## config.mk

```make
export PLATFORM = sky130hd
export DESIGN_NAME = wb_clint
export DESIGN_NICKNAME = d
export VERILOG_FILES = /design/src/rtl/wb_clint_pkg.sv /design/src/rtl/wb_sel_merge.sv /design/src/rtl/wb_clint.sv
export SDC_FILE = /design/constraint.sdc
export NUM_CORES = 1
export LEC_CHECK = 0
export ABC_AREA = 1
export CAP_MARGIN = 30
export CORE_AREA = 2 2 180 182
export DETAILED_ROUTE_END_ITERATION = 12
export DIE_AREA = 0 0 182 184
export GPL_TIMING_DRIVEN = 0
export MAX_ROUTING_LAYER = met4
export PLACE_DENSITY = 0.75
export SLEW_MARGIN = 10
export SYNTH_ARGS = -nofsm -noshare
export SYNTH_HDL_FRONTEND = slang
export SYNTH_SLANG_ARGS = --single-unit
export TNS_END_PERCENT = 10
```

## constraint.sdc

```tcl
create_clock -name i_clk -period 2.05 [get_ports i_clk]
set_input_delay 0.5125 -clock i_clk [delete_from_list [all_inputs] [get_ports i_clk]]
set_output_delay 0.5125 -clock i_clk [all_outputs]
set_load 0.03 [all_outputs]
```

## src/rtl/wb_clint_pkg.sv

```systemverilog
// rtl/wb_clint_pkg.sv - shared CLINT offsets, FSM state type and byte-lane mask helper
package WivDefines;

    localparam logic [15:0] CLINT_MSIP_OFF     = 16'h0000;
    localparam logic [15:0] CLINT_MTIMECMP_OFF = 16'h4000;
    localparam logic [15:0] CLINT_MTIME_OFF    = 16'hBFF8;

    typedef enum logic {
        IDLE = 1'b0,
        RESP = 1'b1
    } clint_state_t;

    // Expand an 8-bit byte-lane select into a 64-bit bit mask
    function automatic logic [63:0] sel_to_mask(input logic [7:0] sel);
        logic [63:0] mask;
        mask = '0;
        for (int i = 0; i < 8; i++) begin
            mask[8*i +: 8] = {8{sel[i]}};
        end
        return mask;
    endfunction

endpackage

```

## src/rtl/wb_sel_merge.sv

```systemverilog
// rtl/wb_sel_merge.sv - byte-lane merge of write data into a current 64-bit value
module wb_sel_merge
    import WivDefines::*;
(
    input  logic [63:0] cur,
    input  logic [63:0] wdat,
    input  logic [7:0]  sel,
    output logic [63:0] merged
);

    logic [63:0] mask;

    // Selected lanes come from the write data, the rest keep the current value
    always_comb begin
        mask   = sel_to_mask(sel);
        merged = (cur & ~mask) | (wdat & mask);
    end

endmodule

```

## src/rtl/wb_clint.sv

```systemverilog
// rtl/wb_clint.sv - Wishbone pipelined CLINT responder for mtime, mtimecmp and msip
module wb_clint
    import WivDefines::*;
#(
    parameter logic [63:0] BASE_ADDR    = 64'h0000_0000_0200_0000,
    parameter logic [15:0] MTIMECMP_OFF = CLINT_MTIMECMP_OFF,
    parameter logic [15:0] MTIME_OFF    = CLINT_MTIME_OFF,
    parameter logic [15:0] MSIP_OFF     = CLINT_MSIP_OFF
) (
    input  logic        i_clk,
    input  logic        i_reset,
    input  logic [63:0] i_wb_adr,
    input  logic [63:0] i_wb_dat,
    output logic [63:0] o_wb_dat,
    input  logic        i_wb_we,
    input  logic [7:0]  i_wb_sel,
    input  logic        i_wb_stb,
    input  logic        i_wb_cyc,
    output logic        o_wb_ack,
    output logic        o_wb_stall,
    input  logic [63:0] i_mtime,
    input  logic [63:0] i_mtimecmp,
    output logic [63:0] o_mtime,
    output logic [63:0] o_mtimecmp,
    output logic        o_mtime_we,
    output logic        o_mtimecmp_we,
    output logic        o_msip
);

    clint_state_t state, state_next;

    logic        accept;
    logic        base_hit;
    logic        hit_mtime;
    logic        hit_mtimecmp;
    logic        hit_msip;
    logic        wr_any;
    logic [63:0] rdata;
    logic [63:0] merge_cur;
    logic [63:0] merged;
    logic        pend_mtime_we;
    logic        pend_mtimecmp_we;
    logic        resp_live;
    logic        unused_adr_bits;

    // Byte offset within the doubleword plays no part in decode
    assign unused_adr_bits = ^i_wb_adr[2:0];

    // Accept only in IDLE; stall is exactly "in RESP"
    assign o_wb_stall = (state == RESP);
    assign accept     = i_wb_cyc && i_wb_stb && !o_wb_stall;

    // Doubleword-granular decode against the 64 KiB window
    always_comb begin
        base_hit     = (i_wb_adr[63:16] == BASE_ADDR[63:16]);
        hit_mtime    = base_hit && (i_wb_adr[15:3] == MTIME_OFF[15:3]);
        hit_mtimecmp = base_hit && (i_wb_adr[15:3] == MTIMECMP_OFF[15:3]);
        hit_msip     = base_hit && (i_wb_adr[15:3] == MSIP_OFF[15:3]);
        wr_any       = i_wb_we && (i_wb_sel != 8'h00);
    end

    // Read mux; unmapped slots read as zero
    always_comb begin
        rdata = '0;
        if (hit_mtime) begin
            rdata = i_mtime;
        end else if (hit_mtimecmp) begin
            rdata = i_mtimecmp;
        end else if (hit_msip) begin
            rdata = {63'b0, o_msip};
        end
    end

    // The current value seen at accept is the base for the byte-lane merge
    assign merge_cur = hit_mtime ? i_mtime : i_mtimecmp;

    wb_sel_merge u_merge (
        .cur    (merge_cur),
        .wdat   (i_wb_dat),
        .sel    (i_wb_sel),
        .merged (merged)
    );

    // FSM state register
    always_ff @(posedge i_clk) begin
        if (!i_reset) begin
            state <= IDLE;
        end else begin
            state <= state_next;
        end
    end

    // FSM next state: one request in flight, RESP always lasts one cycle
    always_comb begin
        state_next = state;
        case (state)
            IDLE:    if (accept) state_next = RESP;
            RESP:    state_next = IDLE;
            default: state_next = IDLE;
        endcase
    end

    // Capture read data, merged write values and pending strobes at accept
    always_ff @(posedge i_clk) begin
        if (!i_reset) begin
            o_wb_dat         <= '0;
            o_mtime          <= '0;
            o_mtimecmp       <= '0;
            o_msip           <= 1'b0;
            pend_mtime_we    <= 1'b0;
            pend_mtimecmp_we <= 1'b0;
        end else begin
            pend_mtime_we    <= accept && wr_any && hit_mtime;
            pend_mtimecmp_we <= accept && wr_any && hit_mtimecmp;
            if (accept) begin
                if (!i_wb_we) begin
                    o_wb_dat <= rdata;
                end
                if (wr_any && hit_mtime) begin
                    o_mtime <= merged;
                end
                if (wr_any && hit_mtimecmp) begin
                    o_mtimecmp <= merged;
                end
                if (i_wb_we && hit_msip && i_wb_sel[0]) begin
                    o_msip <= i_wb_dat[0];
                end
            end
        end
    end

    // Ack and load strobes are gated live so an abort or reset in RESP kills them
    assign resp_live     = (state == RESP) && i_wb_cyc && i_reset;
    assign o_wb_ack      = resp_live;
    assign o_mtime_we    = resp_live && pend_mtime_we;
    assign o_mtimecmp_we = resp_live && pend_mtimecmp_we;

endmodule
```

==> results_tabular.tex <==
\begin{tabular}{lr}
\hline
Metric & Value \\
\hline
\multicolumn{2}{l}{\textbf{Outcome}} \\
\quad Result of the run & complete, no violations \\
\multicolumn{2}{l}{\textbf{Synthesis}} \\
\quad EDFF count, synth & 0 \\
\quad Netlist area before placement & 0.009469 mm² \\
\quad Leading cell types by count after synthesis & 341 x sky130\_fd\_sc\_hd\_\_nand2\_1, 239 x sky130\_fd\_sc\_hd\_\_nor2\_1, 196 x sky130\_fd\_sc\_hd\_\_dfxtp\_1, 128 x sky130\_fd\_sc\_hd\_\_a21oi\_1, 106 x sky130\_fd\_sc\_hd\_\_o21ai\_0 \\
\quad Most area-consuming cells after synthesis & sky130\_fd\_sc\_hd\_\_dfxtp\_1 41\%, sky130\_fd\_sc\_hd\_\_nand2\_1 14\%, sky130\_fd\_sc\_hd\_\_nor2\_1 9.5\%, sky130\_fd\_sc\_hd\_\_a21oi\_1 6.8\%, sky130\_fd\_sc\_hd\_\_o21ai\_0 5.6\% \\
\quad Post-synthesis cell count & 1,437 \\
\quad Cell with the most instances after synthesis & sky130\_fd\_sc\_hd\_\_nand2\_1 \\
\quad Total nets after synthesis & 1,706 \\
\quad \#FFs+latches synth & 196 \\
\quad Flip-flop cell with the highest count after synthesis & sky130\_fd\_sc\_hd\_\_dfxtp\_1 \\
\quad Cell type contributing the most total cell area after synthesis & sky130\_fd\_sc\_hd\_\_dfxtp\_1 \\
\quad Unique masters post-synth & 23 \\
\quad Share of the synthesized area in the top cell type & 41.44\% \\
\quad Average footprint of a synthesized cell & 6.589 µm² \\
\quad Proportion of register bits with asynchronous set or reset after synthesis & 0\% \\
\quad Yosys synthesis warning count & 0 \\
\quad Sequential cell area fraction in the yosys report & 41.44\% \\
\multicolumn{2}{l}{\textbf{Timing}} \\
\quad F\_max & 493.3 MHz \\
\quad Worst Hold Margin & 0.5156 ns \\
\quad Clock period minus final worst setup slack & 2.027 ns \\
\quad Unrepaired setup endpoints after global routing & yes \\
\quad Slew headroom & 54.51\% \\
\quad Setup violations, final & 0 \\
\quad Worst clock skew & 0.008413 ns \\
\quad Final-report max-slew violation count & 0 \\
\quad Final Hold Violating Endpoints & 0 \\
\quad Post-route fraction of the period consumed by the critical path & 98.88\% \\
\quad Slew at the pin with the worst max-slew slack & 0.6823 ns \\
\multicolumn{2}{l}{\textbf{Power and ir drop}} \\
\quad Fraction of power consumed by the clock network & 39.8\% \\
\quad Internal power & 6.330 mW \\
\quad Total leakage power & 7.822 nW \\
\quad Post-layout power & 8.776 mW \\
\quad Pwr/cell area & 526.6 mW/mm² \\
\quad Switching part of the total & 27.88\% \\
\quad Highest ir drop seen on vdd & 0.5454 mV \\
\quad Portion of total power attributed to sequential cells & 44.4\% \\
\quad Portion of total power attributed to combinational logic & 15.8\% \\
\quad Switching power summed over all nets & 2.447 mW \\
\multicolumn{2}{l}{\textbf{Route}} \\
\quad DRC viols & 0 \\
\quad Routed WL & 47,640 µm \\
\quad Total via count in the routed design & 12.03k \\
\quad Router iterations before antenna repair & 5 \\
\quad Via-to-Cell Ratio & 5.088 \\
\quad Remaining number of nets flagged by the antenna check after routing & 0 \\
\quad Violation count after the first detailed-routing iteration & 1,027 \\
\quad Average wire per cell in the routed design & 20.15 µm \\
\multicolumn{2}{l}{\textbf{Finish}} \\
\quad Cell Count, Final, Fillers Out & 2,364 \\
\quad Finished layout cell area & 0.01666 mm² \\
\quad Final-stage net count & 2,218 \\
\quad Growth of design area from synthesis to finish & 75.99\% \\
\quad Share of the core filled with cells in the final layout & 53.08\% \\
\quad Ratio of cells with drive above 1 in the final layout & 16.26\% \\
\quad Total inserted antenna cells & 0 \\
\quad Filler instances & 2,946 \\
\multicolumn{2}{l}{\textbf{Clock network}} \\
\quad Clock-pin slew reported for the worst setup and hold paths after clock tree synthesis & 0.08 ns \\
\quad TritonCTS clock tree & done \\
\quad Depth of the CTS H-tree & 4 \\
\quad Clock Sink Count & 196 \\
\quad Post-CTS Hold Fix Bufs & 0 \\
\quad Clock insertion delay at the later pin of the skew report & 0.43 ns \\
\quad Clock root cell & sky130\_fd\_sc\_hd\_\_clkbuf\_16 \\
\quad Largest buffer count on any clock path & 2 \\
\quad Inserted Clock Buffers & 17 \\
\multicolumn{2}{l}{\textbf{Global routing}} \\
\quad Total GRT Usage & 27.26\% \\
\quad Antenna violations before repair & 0 \\
\quad Wire length of the first global-routing pass & 67,390 µm \\
\quad Overall overflow remaining after global route & 0 \\
\quad Via count of the first global-routing pass & 11.51k \\
\quad Maximum number of pins on one net before global-route repair & 20 \\
\multicolumn{2}{l}{\textbf{Placement}} \\
\quad Number of port buffers & 462 \\
\quad Cell area after placement & 0.01460 mm² \\
\quad Post-detailed-placement half-perimeter wirelength & 34,830 µm \\
\quad Number of instances in the placed design & 2,301 \\
\quad Weighted congestion at the end of routability-driven global placement & 0.9677 \\
\multicolumn{2}{l}{\textbf{Setup path}} \\
\quad Ordered list of cells on the worst path & clkdlybuf4s50\_1 -> nor2\_1 -> nand3\_2 -> nor4\_4 -> buf\_4 -> nand3b\_4 -> buf\_12 -> clkbuf\_16 -> nand2\_2 -> nand2\_1 -> a21oi\_1 \\
\quad Capturing element type of the critical path & flop \\
\quad Max FO, Critical Path & 5 \\
\quad Slowest stage cell, crit path & sky130\_fd\_sc\_hd\_\_clkdlybuf4s50\_1 \\
\quad Crit Path Category & in2reg \\
\quad CP bufs+invs & 4 \\
\quad Data required, critical path & 2.40 ns \\
\quad Element type at the critical path start & input port \\
\quad Kind of cell adding the most delay to the critical path & buffers and inverters \\
\quad Largest stage delay on the critical path & 0.46 ns \\
\quad Critical path data arrival time & 2.38 ns \\
\multicolumn{2}{l}{\textbf{Floorplan}} \\
\quad FP Rows & 65 \\
\quad Area of the core & 0.03139 mm² \\
\quad Die Width & 182 µm \\
\quad Die extent in y & 184 µm \\
\quad DIE AREA & 0.03349 mm² \\
\quad Number of I/O pins & 466 \\
\quad Initial Util & 30.16\% \\
\multicolumn{2}{l}{\textbf{Min path}} \\
\quad Path type of the worst min-delay path & reg2reg \\
\multicolumn{2}{l}{\textbf{Run}} \\
\quad Maximum capacitance violations & 0 \\
\hline
\end{tabular}
## metal layers
metal,track usage [%],share of wire (%),vias up,wire (µm)
li1,-,-,5691,-
met1,31.36,39,5559,18760
met2,45.56,48,646,22760
met3,6.616,8.6,131,4095
met4,11.42,4.2,0,2023
met5,-,0,-,0
## area by class of cell
class / instances / area, µm² / area share (%)
tap: 402 / 503.0 / 3.018
inverter: 89 / 350.3 / 2.102
clock buffer: 18 / 429.2 / 2.575
multi-input combinational: 1048 / 5097 / 30.59
timing repair buffer: 493 / 5264 / 31.59
sequential: 196 / 3924 / 23.55
clock inverter: 14 / 167.7 / 1.006
buffer: 104 / 929.6 / 5.579
## timing repair
item / CTS / global route
buffers inserted: 12 / 6
resized for setup: 196 / 194
setup endpoints to repair: 203 / 212
cloned: 4 / 10
pin swaps: 13 / 51
## path summary, 6_finish.rpt
kind / from / end / slack (ns) / cells past startpoint
worst max-delay path: i_wb_adr[12] / o_mtimecmp[26] / 0.02 / 11
worst min register to register: o_mtimecmp[63] / o_mtimecmp[63] / 0.52 / 4
worst max register to register: o_wb_stall / o_mtime[60] / 0.17 / 10
worst min-delay path: o_mtimecmp[63] / o_mtimecmp[63] / 0.52 / 4
## layout by cell type (no fill, tap or decap), types with 24 or more instances in the layout
master / count
sky130_fd_sc_hd__a21oi_1: 110
sky130_fd_sc_hd__buf_4: 28
sky130_fd_sc_hd__clkbuf_1: 24
sky130_fd_sc_hd__clkbuf_16: 27
sky130_fd_sc_hd__clkdlybuf4s50_1: 371
sky130_fd_sc_hd__dfxtp_1: 196
sky130_fd_sc_hd__dlymetal6s2s_1: 72
sky130_fd_sc_hd__inv_1: 77
sky130_fd_sc_hd__nand2_1: 284
sky130_fd_sc_hd__nand2_2: 54
sky130_fd_sc_hd__nand3_1: 61
sky130_fd_sc_hd__nand4_1: 68
sky130_fd_sc_hd__nor2_1: 229
sky130_fd_sc_hd__o21ai_0: 102
sky130_fd_sc_hd__o21ai_1: 24
sky130_fd_sc_hd__or2_2: 64
## power by group through the flow
stage | clock network, mW | logic [mW] | registers [mW]
global route | 3.71 | 1.48 | 3.91
finish | 3.49 | 1.39 | 3.90
CTS | 3.54 | 1.37 | 3.90
floorplan | 0 | 0.398 | 4.10
global placement | 0 | 1.34 | 3.99
detailed placement | 0 | 1.35 | 3.99
## registers in the layout, summed over array words and instances (netlist names)
register and count:
o_mtime 64, o_wb_dat 64, pend_mtimecmp_we 1, o_mtimecmp 64, pend_mtime_we 1, o_wb_stall 1, o_msip 1
## cell families (layout without fill, tap and decap cells)
kind of cell	Yosys count	in the layout	share of synthesized area [%]
flip-flops	196	196	41.44
buffers and inverters	193	718	8.866
AO/OA/AOI/OAI	257	257	13.58
AND/OR/NAND/NOR	791	791	36.11
## stage by stage
stage,TNS [ns],worst slack [ns]
after global placement,-174.60,-1.035
after detailed placement,-176.14,-1.058
after floorplan,-0.1368,-0.06841
after global routing,-0.7846,-0.04722
after CTS,-0.1976,-0.02178
final,0,0.02286
## worst min-delay path, cell delays in order, from the launching register on
cell	delay (ns)
sky130_fd_sc_hd__dfxtp_1	0.31
sky130_fd_sc_hd__inv_1	0.05
sky130_fd_sc_hd__nand2_1	0.04
sky130_fd_sc_hd__nand2_1	0.05
sky130_fd_sc_hd__a21oi_1	0.03
Note: power is estimated with default switching activity, not from simulation.
